<file path="config.mk">
export PLATFORM = sky130hd
export DESIGN_NAME = ball_motion_ctrl
export DESIGN_NICKNAME = d
export VERILOG_FILES = /design/src/rtl/ball_motion_ctrl.sv
export SDC_FILE = /design/constraint.sdc
export NUM_CORES = 1
export LEC_CHECK = 0
export ABC_AREA = 0
export ABC_CLOCK_PERIOD_IN_PS = 4100
export BUFFER_PORTS_ARGS = -buffer_cell sky130_fd_sc_hd__buf_2
export CAP_MARGIN = 10
export CORE_MARGIN = 2
export CORE_UTILIZATION = 57
export DETAILED_ROUTE_END_ITERATION = 10
export GPL_TIMING_DRIVEN = 0
export HOLD_SLACK_MARGIN = 0.05
export PLACE_DENSITY = 0.86
export SLEW_MARGIN = 20
export SYNTH_ARGS = -nofsm -noshare
export SYNTH_HDL_FRONTEND = slang
export SYNTH_SLANG_ARGS = --single-unit
</file>
<file path="constraint.sdc">
create_clock -name clk -period 4.1 [get_ports clk]
set_input_delay 0.205 -clock clk [delete_from_list [all_inputs] [get_ports clk]]
set_output_delay 0.205 -clock clk [all_outputs]
set_load 0.01 [all_outputs]
</file>
<file path="src/rtl/ball_motion_ctrl.sv">
// Frame-paced ball position sequencer: each accepted frame_tick moves the ball one
// pixel per settle/move pair, with collision flags, screen clamping and a goal trap.
module ball_motion_ctrl #(
    parameter int X_START = 40,
    parameter int Y_START = 40,
    parameter int BALL_W  = 10,
    parameter int X_MAX   = 629,
    parameter int Y_MAX   = 469,
    parameter int X_GOAL  = 571,
    parameter int Y_GOAL  = 461
) (
    input  logic        clk,
    input  logic        rst_n,
    input  logic        frame_tick,
    input  logic        dir_right,
    input  logic        dir_left,
    input  logic        dir_up,
    input  logic        dir_down,
    input  logic [3:0]  speed,
    input  logic        restart,
    input  logic        stop_right,
    input  logic        stop_left,
    input  logic        stop_up,
    input  logic        stop_down,
    output logic [10:0] x_ball,
    output logic [10:0] y_ball,
    output logic [4:0]  ball_width,
    output logic        busy,
    output logic        goal,
    output logic        overrun
);
    // state  | meaning
    // IDLE   | waiting for an accepted frame_tick
    // SETTLE | one cycle for collision flags to follow the current position
    // MOVE   | apply one pixel step per axis, decide next sub-step or exit
    // GOAL   | ball frozen in the goal region until restart
    typedef enum logic [1:0] {IDLE, SETTLE, MOVE, GOAL} state_t;

    localparam logic [10:0] X_START_L = 11'(X_START);
    localparam logic [10:0] Y_START_L = 11'(Y_START);
    localparam logic [10:0] X_MAX_L   = 11'(X_MAX);
    localparam logic [10:0] Y_MAX_L   = 11'(Y_MAX);
    localparam logic [10:0] X_GOAL_L  = 11'(X_GOAL);
    localparam logic [10:0] Y_GOAL_L  = 11'(Y_GOAL);

    state_t      state, state_nxt;
    logic        lat_r, lat_l, lat_u, lat_d;
    logic [3:0]  steps;
    logic [10:0] x_nxt, y_nxt;
    logic        can_r, can_l, can_u, can_d;
    logic        accept, goal_hit;

    assign ball_width = 5'(BALL_W);

    always_comb begin
        // opposing requests on one axis cancel each other
        can_r  = lat_r & ~lat_l & ~stop_right & (x_ball < X_MAX_L);
        can_l  = lat_l & ~lat_r & ~stop_left  & (x_ball != 11'd0);
        can_d  = lat_d & ~lat_u & ~stop_down  & (y_ball < Y_MAX_L);
        can_u  = lat_u & ~lat_d & ~stop_up    & (y_ball != 11'd0);

        x_nxt = x_ball;
        if (can_r)      x_nxt = x_ball + 11'd1;
        else if (can_l) x_nxt = x_ball - 11'd1;
        y_nxt = y_ball;
        if (can_d)      y_nxt = y_ball + 11'd1;
        else if (can_u) y_nxt = y_ball - 11'd1;

        goal_hit = (x_nxt >= X_GOAL_L) && (y_nxt >= Y_GOAL_L);
        accept   = (speed != 4'd0) &&
                   ((dir_right ^ dir_left) || (dir_up ^ dir_down));

        state_nxt = state;
        case (state)
            IDLE:   if (frame_tick && accept) state_nxt = SETTLE;
            SETTLE: state_nxt = MOVE;
            MOVE: begin
                if (goal_hit)
                    state_nxt = GOAL;
                else if (steps == 4'd1 || !(can_r | can_l | can_u | can_d))
                    state_nxt = IDLE;
                else
                    state_nxt = SETTLE;
            end
            GOAL:   state_nxt = GOAL;
            default: state_nxt = IDLE;
        endcase
        if (restart) state_nxt = IDLE;
    end

    always_ff @(posedge clk or negedge rst_n) begin
        if (!rst_n) state <= IDLE;
        else        state <= state_nxt;
    end

    always_ff @(posedge clk or negedge rst_n) begin
        if (!rst_n) begin
            x_ball  <= X_START_L;
            y_ball  <= Y_START_L;
            lat_r   <= 1'b0;
            lat_l   <= 1'b0;
            lat_u   <= 1'b0;
            lat_d   <= 1'b0;
            steps   <= 4'd0;
            busy    <= 1'b0;
            goal    <= 1'b0;
            overrun <= 1'b0;
        end else if (restart) begin
            x_ball  <= X_START_L;
            y_ball  <= Y_START_L;
            lat_r   <= 1'b0;
            lat_l   <= 1'b0;
            lat_u   <= 1'b0;
            lat_d   <= 1'b0;
            steps   <= 4'd0;
            busy    <= 1'b0;
            goal    <= 1'b0;
            overrun <= 1'b0;
        end else begin
            overrun <= frame_tick && (state != IDLE);
            busy    <= (state_nxt == SETTLE) || (state_nxt == MOVE);
            goal    <= (state_nxt == GOAL);
            if (state == IDLE && frame_tick) begin
                lat_r <= dir_right;
                lat_l <= dir_left;
                lat_u <= dir_up;
                lat_d <= dir_down;
                steps <= speed;
            end
            if (state == MOVE) begin
                x_ball <= x_nxt;
                y_ball <= y_nxt;
                steps  <= steps - 4'd1;
            end
        end
    end
endmodule

</file>
======== After elaboration in Yosys (flattened, before gate mapping) ========
Cells that the tools add are included.
storage, ports and cells
  output and inout port bits .............. 30
  word-level logic and storage cells ...... 96
  register bits ........................... 35
operators by class
  reductions and logical operators ........ 17
  $add $sub $neg .......................... 5
  bitwise logic cells ..................... 25
  magnitude comparators ................... 4
  mux-type cells .......................... 27
  equality and inequality tests ........... 7
operators by type and width
  cell                   number
  $mux 11                8
  $add 11x1->11 const B  2
  $reduce_bool 11->1     2
  $sub 11x1->11 const B  2
  $and 1x1->1            12
  $mux 1                 12
  $mux 4                 3
  $ge 11x10->1 const B   1
  $ge 11x9->1 const B    1
  $lt 11x10->1 const B   1
  $lt 11x9->1 const B    1
  $eq 2x2->1 const B     4
  $not 1->1              8
  $pmux 2 s4             1
  $mux 2                 3
  $reduce_bool 2->1      3
  $logic_and 1x1->1      5
  $eq 2x1->1 const B     2
  $eq 4x1->1 const B     1
  $reduce_bool 4->1      1
  $sub 4x1->4 const B    1
  $logic_or 1x1->1       3
  $or 1x1->1             3
  $reduce_bool 3->1      1
  other kinds (3)        4

======== Depth between registers and ports, before layout ========
Gate-level depths: netlist of the first run.
  depth after elaboration ................. 16
  gate-level depth with buffers ........... 12
  gate-level depth less buffers ........... 12

======== Worst setup path before layout of the first run ========
OpenSTA, ideal clock, no wires.
  kind .................................... register to register
  start ................................... reg x_ball[0]
  end ..................................... reg busy
  slack ................................... 1.091 ns
  buffers on the path ..................... 0
  data required time ...................... 3.968 ns
  data arrival time ....................... 2.877 ns
  cell stages (with the launch flop) ...... 13
  path through ............................ dfrtp_1 inv_1 ha_1 or3b_2 o31a_1 nand4_2 o32a_2 xnor2_1 nor4b_2 a211oi_2 o31a_1 ha_1 nor2b_1
between the ends
  longest elaborated chain between the ends .. 14
  elaborated cells on any way between the ends .. 23
RTL lines
  item                                                   line  text
  from (decl)                                            25    output logic [10:0] x_ball,
  from (signal assigned)                                 131   x_ball <= x_nxt;
  branches (longest 8 deep; another with $sub 11x1->11)  n/a
  $mux 2 *                                               78    if (goal_hit)
  $pmux 2 s4 *                                           74    case (state)
  $mux 2 *                                               88    if (restart) state_nxt = IDLE;
  named net state_nxt[0]                                 46    state_t state, state_nxt;
  $eq 2x1->1 or $eq 2x2->1 (tied branches)               121   busy <= (state_nxt == SETTLE) || (state_nxt == MOVE);
  $logic_or 1x1->1 *                                     121
  $mux 1 *                                               108   end else if (restart) begin
  to (signal assigned)                                   121
  to (decl)                                              28    output logic busy,
Mark *: on every way through the listed nets, which the timed path passes.
A chain may end at the register's enable or synchronous reset.

======== Worst setup path in the final report of the first run ========
  start ................................... reg y_ball[0]
  end ..................................... reg busy
between the ends
  longest elaborated chain between the ends .. 13
  elaborated cells on any way between the ends .. 22
RTL lines
  item                                                   line  text
  from (decl)                                            26    output logic [10:0] y_ball,
  from (signal assigned)                                 132   y_ball <= y_nxt;
  branches (longest 7 deep; another with $sub 11x1->11)  n/a
  $mux 2 *                                               78
  $pmux 2 s4 *                                           74
  $mux 2 *                                               88
  named net state_nxt[0]                                 46
  $eq 2x1->1 or $eq 2x2->1 (tied branches)               121
  $logic_or 1x1->1 *                                     121
  $mux 1 *                                               108
Marked as above.

==> summary.md, run 1 <==
| Metric | Value |
|---|---|
| I/O pins | `46` |
| Worst hold stages | `2` |
| Skew final | `9.684 ps` |
| Post-CTS setup buffers | `0` |
| Vias in the first global route | `2386` |
| Layout cells sized above 1 | `22.53%` |
| Nets | `386` |
| FMAX | `289.4 MHz` |
| Area grow syn2layout | `14.96%` |
| DR iter-0 viols | `203` |
| WP data arrival | `3630 ps` |
| Worst Reg-to-Reg Cells | `11` |
| Initial Util | `60.02%` |
| Max Cap Viol | `0` |
| Final Wtd Congestion | `0.8960` |
| Fin area | `0.003067 mm²` |
| DR WL/cell | `16.75 µm` |
| Unrepaired setup endpoints after global routing | `false` |
| DRT antenna net count | `0` |
| Iteration count of the initial detailed-routing pass | `5` |
| Via count | `2610` |
| Top_reg_cell synth | `dfrtp_1` |
| Area leader, netlist | `dfrtp_1` |
| CTS Buf Count | `5` |
| Worst-Skew Late Latency | `310 ps` |
| Drt drc | `0` |
| DIE AREA | `0.005243 mm²` |
| Worst setup EP type | `flop` |
| Max-slew violation count | `0` |
| Slowest CP cell | `dfrtp_1` |
| Setup TNS | `0 ps` |
| Post-synth top area share | `29.08%` |
| Bufs on Longest Clock Path | `2` |
| Row count | `24` |
| Hold Path Class | `input port to flop` |
| Detailed Place HPWL | `4905 µm` |
| CP Launch Type | `flop` |
| Final period util | `84.28%` |
| Crit Path Class | `flop to flop` |
| PwrDens | `264.2 mW/mm²` |
| Maximum vdd drop | `0.1724 mV` |
| Core area | `0.004444 mm²` |
| Final WL | `6967 µm` |
| Post-synth EDFFs | `0` |
| Flops & latches, synth | `35` |
| LEAKAGE | `1.329 nW` |
| Status | `finished, final reports clean` |
| Total power | `0.8103 mW` |
| Worst path max stage delay | `450 ps` |
| Clk slew on worst S/H paths | `80 ps` |
| Cells after synthesis | `312` |
| Critical Path RT | `4280 ps` |
| Root Driver | `clkbuf_8` |
| Syn Std Cell Area | `0.002668 mm²` |
| Filler Cells Inserted | `382` |
| Crit-path max FO | `7` |
| Total GRT Usage | `27.22%` |
| Most common cell in the synthesized netlist | `nor2_1` |
| Initial antenna violation count | `0` |
| Die Y | `72.41 µm` |
| N_diodes | `0` |
| Synth cell count leaders | `38 x nor2_1, 31 x dfrtp_1, 19 x nand2_1` |
| Synth area leaders | `dfrtp_1 29%, xnor2_1 5.6%, nor2_1 5.3%, dfstp_2 3.9%, ha_1 3.3%` |
| Crit path top cell by count | `ha_1` |
| Cell Chain, Critical Path | `inv_1, ha_1, nor4b_2, a31o_2, o21ai_0, o221a_2, a2111oi_4, a211oi_2, o31a_1, ha_1, nor2b_1` |
| DP Area | `0.002944 mm²` |
| Vias per std cell | `6.274` |
| Worst slew pin tran | `802.1 ps` |
| IO Port Bufs | `40` |
| Yosys cell types | `65` |
| Die W | `72.41 µm` |
| Global-route wire length before repair | `11050 µm` |
| Final worst path period need | `3455 ps` |
| CTS tree | `done` |
| Gr ovfl total | `0` |
| Syn_area_per_cell | `8.550 µm²` |
| Largest net degree at the start of global routing | `36` |
| Final Hold Viols | `0` |
| Seq/Total Area, Yosys | `33.02%` |
| Slew headroom | `46.53%` |
| YS warnings | `0` |
| Clk sinks | `35` |
| Endpoints failing setup | `0` |
| FFs w/ async S/R, synth | `100.0%` |
| H-tree depth | `2` |
area by class of cell:
class	instances	area (µm²)	area share, %
Buffer	25	132.6	4.325
Clock buffer	5	68.82	2.244
Clock inverter	3	43.79	1.428
Inverter	8	30.03	0.9792
Multi-Input combinational cell	247	1635	53.33
Sequential cell	35	880.8	28.72
Tap cell	52	65.06	2.122
Timing Repair Buffer	41	210.2	6.854
kinds of logic (layout without fill, tap and decap cells):
family / count (synthesis) / count (layout) / share of synthesized area [%]
buffers and inverters: 33 / 82 / 6.098
AO/OA/AOI/OAI: 77 / 77 / 21.30
XOR/XNOR: 24 / 24 / 7.880
adder cells (fa/ha/maj): 7 / 7 / 3.283
multiplexers: 5 / 5 / 1.876
flip-flops: 35 / 35 / 33.02
AND/OR/NAND/NOR: 129 / 129 / 26.27
other: 2 / 5 / 0.2815
placed cells by master (no fill, tap or decap), types with 5 or more instances in the layout:
cell and count:
buf_4 5, dfrtp_1 31, xnor2_1 17, xor2_1 7, nand3_1 15, nor3_1 6, a21oi_1 13, buf_2 50
inv_1 8, mux2i_1 5, clkbuf_8 5, clkbuf_1 9, ha_1 7, nor2_1 38, or3_1 11, conb_1 5
o21ai_0 17, nand2b_1 5, nand2_1 19, and3_1 5
critical path, delay by kind of cell (launching register included):
family          cells  cell delay (ps)
compound gates      6             1590
fa+ha+maj           2              600
simple gates        2              520
flops               1              450
buf+inv             1              170
registers in the layout, indices dropped and copies added, names as in the netlist, 2 cells and up:
| register | flops |
|---|---|
| state | 2 |
| steps | 4 |
| x_ball | 11 |
| y_ball | 11 |
metrics by stage:
stage	worst slack, ps	hold slack (ps)	utilization [%]	instances
finish	644.7	150.1	69.00	416
global route	496.9	144.2	69.00	416
CTS	694.7	152.1	69.00	416
detailed placement	725.6	343.1	66.24	407
global placement	737.8	330.9	66.24	407
floorplan	1091	-90.59	-	315
per-layer routing:
metal / part of all wire [%] / GRT usage, % / vias to the layer above / wire, µm
li1: - / - / 1229 / -
met1: 43 / 35.58 / 1248 / 3015
met3: 7.9 / 6.250 / 15 / 550
met2: 47 / 44.55 / 118 / 3259
met4: 2.0 / 9.465 / 0 / 141
met5: 0 / 0 / - / 0
final timing paths:
kind                                       startpoint                     to  slack (ps)
worst max-delay path            y_ball[0]$_DFFE_PN0P_         busy$_DFF_PN0_         640
worst min-delay path                       frame_tick      overrun$_DFF_PN0_         150
worst max register to register  y_ball[0]$_DFFE_PN0P_         busy$_DFF_PN0_         640
worst min register to register   steps[3]$_DFFE_PN0P_   steps[3]$_DFFE_PN0P_         570
max in group asynchronous                       rst_n  y_ball[8]$_DFFE_PN0P_        3060
min in group asynchronous                       rst_n  x_ball[7]$_DFFE_PN0P_         520
power breakdown:
group	internal, mW	switching (mW)
clock network	0.181	0.144
logic	0.0456	0.0714
registers	0.357	0.0115
total	0.583	0.227
what timing repair did:
item                                   4_1_cts  5_1_grt
endpoints found under the hold margin       31        0
hold buffers                                 1        0
gates resized for setup                      0        0
Note: power is estimated with default switching activity, not from simulation.
==> inputs of run 2 (changes only) <==
--- a/config.mk
+++ b/config.mk
@@ -6,7 +6,7 @@
 export NUM_CORES = 1
 export LEC_CHECK = 0
 export ABC_AREA = 0
-export ABC_CLOCK_PERIOD_IN_PS = 4100
+export ABC_CLOCK_PERIOD_IN_PS = 3180
 export BUFFER_PORTS_ARGS = -buffer_cell sky130_fd_sc_hd__buf_2
 export CAP_MARGIN = 10
 export CORE_MARGIN = 2
==> constraint.sdc (replaced) <==
create_clock -name clk -period 3.18 [get_ports clk]
set_input_delay 0.159 -clock clk [delete_from_list [all_inputs] [get_ports clk]]
set_output_delay 0.159 -clock clk [all_outputs]
set_load 0.01 [all_outputs]
==> summary.md, run 2 (synthesis results as in run 1) <==
| Metric | Value |
|---|---|
| CTS tree | `done` |
| Die W | `72.41 µm` |
| Layout cells sized above 1 | `29.43%` |
| WP data arrival | `3310 ps` |
| I/O pins | `46` |
| Slew headroom | `47.12%` |
| Via count | `2691` |
| Skew final | `13.90 ps` |
| Crit Path Class | `flop to flop` |
| FMAX | `319.4 MHz` |
| Max-slew violation count | `0` |
| Worst slew pin tran | `793.3 ps` |
| CTS Buf Count | `5` |
| Critical Path RT | `3360 ps` |
| DIE AREA | `0.005243 mm²` |
| Clk sinks | `35` |
| Iteration count of the initial detailed-routing pass | `5` |
| Hold Path Class | `input port to flop` |
| Vias in the first global route | `2449` |
| Final period util | `98.44%` |
| Vias per std cell | `6.422` |
| CP Launch Type | `flop` |
| Fin area | `0.003204 mm²` |
| DR iter-0 viols | `191` |
| DP Area | `0.002944 mm²` |
| LEAKAGE | `1.375 nW` |
| Core area | `0.004444 mm²` |
| Clock power share | `39.8%` |
| Final Wtd Congestion | `0.8960` |
| Drt drc | `0` |
| Root Driver | `clkbuf_8` |
| Worst setup EP type | `flop` |
| Global-route wire length before repair | `11330 µm` |
| Detailed Place HPWL | `4905 µm` |
| IO Port Bufs | `40` |
| Row count | `24` |
| Initial Util | `60.02%` |
| Die Y | `72.41 µm` |
| Maximum vdd drop | `0.2229 mV` |
| Final Hold Viols | `0` |
| Final worst path period need | `3131 ps` |
| Gr ovfl total | `0` |
| DRT antenna net count | `0` |
| Largest regs | `x_ball x11, y_ball x11, steps x4` |
| Bufs on Longest Clock Path | `2` |
| Total GRT Usage | `27.99%` |
| Final WL | `7391 µm` |
| Share of power burned in registers | `45.2%` |
| Internal | `0.7576 mW` |
| Unrepaired setup endpoints after global routing | `true` |
| Max Cap Viol | `0` |
| Hold slack | `110.0 ps` |
| Status | `finished, final reports clean` |
| Clk slew on worst S/H paths | `90 ps` |
| Crit-path max FO | `5` |
| Nets | `389` |
| PwrDens | `328.8 mW/mm²` |
| Endpoints failing setup | `0` |
| Worst-Skew Late Latency | `310 ps` |
| Combinational share of power | `15.0%` |
| N_diodes | `0` |
| Net Sw Power | `0.2959 mW` |
| Most frequent cells in the layout | `50 x buf_2, 38 x nor2_1, 27 x dfrtp_1` |
| H-tree depth | `2` |
| Switching share of power | `28.08%` |
| Initial antenna violation count | `0` |
| Final Core Density | `72.10%` |
| Most common cell after layout, fill and taps aside | `buf_2` |
| DR WL/cell | `17.64 µm` |
| Largest net degree at the start of global routing | `36` |
| Area grow syn2layout | `20.12%` |
-- run 2: cell types whose count changed in the layout (fill, tap and decap cells not counted), moves of 2 or more --
cell	previous run	this run
nor3_2	0	4
dfrtp_1	31	27
buf_4	5	9
inv_2	0	3
a21oi_2	0	2
dfrtp_2	0	4
ha_1	7	5
ha_4	0	2
inv_1	8	5
a21oi_1	13	11
nor3_1	6	2
-- run 2: metrics by stage --
stage	setup TNS, ps	setup slack, ps	cells	power [mW]
after floorplan	0	170.6	315	0.5757
after global placement	-270.3	-182.2	407	0.6234
after CTS	0	0.1443	418	1.051
after global routing	-56.10	-56.10	419	1.094
final	0	49.45	419	1.054
after detailed placement	-304.1	-194.4	407	0.6278
-- run 2: repair_timing --
action                     CTS  global route
hold buffers                 1             0
resized for setup            8            20
hold endpoints to repair    31             0
buffers inserted             3             1
pin swaps                    3             5
setup endpoints to repair    2             2
-- run 2: power groups by stage --
stage                     Clock [mW]  Sequential [mW]  Combinational, mW
after global placement             0            0.481              0.143
after floorplan                    0            0.480             0.0954
after CTS                      0.425            0.475              0.151
final                          0.420            0.476              0.158
after global routing           0.444            0.478              0.172
after detailed placement           0            0.482              0.146
-- run 2: critical path: stages (launching register included) --
cell and delay (ps):
dfrtp_2 450, inv_2 110, ha_4 160, or3b_4 390, o31a_1 410, nand3_1 120
o22a_1 190, xnor2_1 140, o221ai_1 150, a211oi_2 330, o31a_1 200, ha_1 240
nor2b_4 120
-- run 2: final timing paths --
check / start / slack [ps] / depth (start not counted) / endpoint
max in group asynchronous: rst_n / 2160 / 2 / y_ball[1]$_DFFE_PN0P_
hold reg to reg: steps[3]$_DFFE_PN0P_ / 570 / 2 / steps[3]$_DFFE_PN0P_
hold / removal: frame_tick / 110 / 2 / overrun$_DFF_PN0_
setup reg to reg: x_ball[1]$_DFFE_PN0P_ / 50 / 12 / busy$_DFF_PN0_
setup / recovery: x_ball[1]$_DFFE_PN0P_ / 50 / 12 / busy$_DFF_PN0_
min in group asynchronous: rst_n / 470 / 2 / x_ball[7]$_DFFE_PN0P_
-- run 2: layout make-up --
type	count	area, µm²
fill	355	1240
sequential	35	885.9
buffer	24	128.9
clock buffer	5	68.82
clock inverter	3	43.79
multi-input combinational	247	1742
tap	52	65.06
inverter	8	30.03
timing repair buffer	45	240.2
-- run 2: per-layer routing --
layer,vias to the layer above,share of wire [%],global-route usage (%)
li1,1239,-,-
met1,1289,43,36.40
met2,140,48,45.97
met3,23,6.3,6.111
met4,0,2.5,10.29
met5,-,0,0
==> inputs of run 3 (changes only) <==
--- a/config.mk
+++ b/config.mk
@@ -14,7 +14,7 @@
 export DETAILED_ROUTE_END_ITERATION = 10
 export GPL_TIMING_DRIVEN = 0
 export HOLD_SLACK_MARGIN = 0.05
-export PLACE_DENSITY = 0.86
+export PLACE_DENSITY_LB_ADDON = 0.05
 export SLEW_MARGIN = 20
 export SYNTH_ARGS = -nofsm -noshare
 export SYNTH_HDL_FRONTEND = slang
==> summary.md, run 3 (synthesis results as in run 1) <==
| Metric | Value |
|---|---|
| Hold slack | `122.1 ps` |
| Slowest CP cell | `or4_4` |
| Worst hold stages | `2` |
| Largest net degree at the start of global routing | `36` |
| PwrDens | `307.5 mW/mm²` |
| Max Cap Viol | `0` |
| Largest regs | `x_ball x11, y_ball x11, steps x4` |
| Clk slew on worst S/H paths | `80 ps` |
| Die Y | `72.41 µm` |
| Endpoints failing setup | `0` |
| Cell Chain, Critical Path | `buf_2, or4_4, o31a_1, a32oi_2, xor2_1, o221ai_1, nand4b_1, a211oi_2, o31a_1, ha_1, nor2b_1` |
| Layout cells sized above 1 | `31.99%` |
| FMAX | `323.0 MHz` |
| Initial Util | `60.02%` |
| Area grow syn2layout | `23.36%` |
| Die W | `72.41 µm` |
| Global-route wire length before repair | `11400 µm` |
| DR WL/cell | `17.23 µm` |
| DRT antenna net count | `0` |
| WP data arrival | `3250 ps` |
| Final WL | `7307 µm` |
| DR iter-0 viols | `215` |
| Iteration count of the initial detailed-routing pass | `5` |
| Setup WS pre-CTS | `-286.7 ps` |
| Clk sinks | `35` |
| Worst setup startpoint | `x_ball[7]$_DFFE_PN0P_` |
| LEAKAGE | `1.409 nW` |
| Final Hold Viols | `0` |
| Final period util | `97.35%` |
| Worst Reg-to-Reg Cells | `11` |
| Critical Path RT | `3340 ps` |
| Final worst path period need | `3096 ps` |
| DP Area | `0.002944 mm²` |
| Initial antenna violation count | `0` |
| M2 GR Usage | `43.83%` |
| Gr ovfl total | `0` |
| Crit-path max FO | `8` |
| Row count | `24` |
| H-tree depth | `2` |
| Total GRT Usage | `28.09%` |
| Final Wtd Congestion | `0.9276` |
| IO Port Bufs | `40` |
| N_diodes | `0` |
| Hold path startpoint | `frame_tick` |
| Worst setup margin | `84.32 ps` |
| CP Launch Type | `flop` |
| Via count | `2680` |
| Max-slew violation count | `0` |
| Most common cell after layout, fill and taps aside | `buf_2` |
| Worst path max stage delay | `510 ps` |
| R2R Setup Slk | `80 ps` |
| Detailed Place HPWL | `4833 µm` |
| Vias per std cell | `6.321` |
| DIE AREA | `0.005243 mm²` |
| Met1 GRT Util | `39.91%` |
| Skew final | `11.17 ps` |
| Busiest metal layer after global routing | `met2` |
| Maximum vdd drop | `0.2875 mV` |
| Met3 Usage GRT | `5.139%` |
| CTS Buf Count | `5` |
| Root Driver | `clkbuf_8` |
| Worst-Skew Late Latency | `300 ps` |
| Vias in the first global route | `2362` |
| Final Core Density | `74.04%` |
| Core area | `0.004444 mm²` |
| Drt drc | `0` |
| Crit Path Class | `flop to flop` |
| Setup TNS | `0 ps` |
| Worst setup EP type | `flop` |
| Slew headroom | `45.93%` |
| Hold Path Class | `input port to flop` |
| Worst slew pin tran | `811.0 ps` |
| Crit path top cell by count | `o31a_1` |
| CTS tree | `done` |
| Status | `finished, final reports clean` |
| Bufs on Longest Clock Path | `2` |
| Fin area | `0.003291 mm²` |
| Reg-to-Reg Start | `x_ball[7]$_DFFE_PN0P_` |
| Nets | `394` |
| Most frequent cells in the layout | `50 x buf_2, 37 x nor2_1, 27 x dfrtp_1` |
| I/O pins | `46` |
## run 3: path summary, 6_finish.rpt
kind | endpoint
max | busy$_DFF_PN0_
min | overrun$_DFF_PN0_
max reg2reg | busy$_DFF_PN0_
max in group asynchronous | y_ball[1]$_DFFE_PN0P_
min reg2reg | x_ball[5]$_DFFE_PN1P_
min in group asynchronous | x_ball[2]$_DFFE_PN0P_
## run 3: final cells by class
cell class	instances	area, µm²
Sequential cell	35	885.9
Inverter	8	30.03
Clock buffer	8	100.1
Fill cell	356	1154
Buffer	24	128.9
Timing Repair Buffer	50	277.8
Tap cell	52	65.06
Multi-Input combinational cell	247	1803
## run 3: critical path, delay by kind of cell (launching register included)
kind            cells  cell delay (ps)
compound gates      5             1090
simple gates        3              810
flops               1              410
fa+ha+maj           1              290
buf+inv             1              180
xor+xnor            1              170
## run 3: per-stage QoR
| stage | cells | total power [mW] |
|---|---|---|
| floorplan | 315 | 0.5757 |
| global placement | 407 | 0.6272 |
| global route | 424 | 1.039 |
| CTS | 420 | 1.006 |
| detailed placement | 407 | 0.6299 |
| finish | 424 | 1.012 |
## run 3: what timing repair did
item / 4_1_cts / 5_1_grt
endpoints found under the hold margin: 31 / 0
setup buffers: 4 / 5
endpoints found under the setup margin: 2 / 2
hold buffers: 1 / 0
pin swaps: 3 / 10
resized for setup: 9 / 29
## run 3: routing by layer
layer	part of all wire [%]	vias up	wire length, µm
met3	6.3	14	460
met4	1.2	0	90
met5	0	-	0
li1	-	1250	-
met1	47	1280	3414
met2	46	136	3341
## run 3: power by group
group | total [mW] | switching (mW) | internal, mW
combinational | 0.162 | 0.0963 | 0.0660
clock | 0.374 | 0.176 | 0.198
sequential | 0.475 | 0.0150 | 0.460
total | 1.01 | 0.288 | 0.724
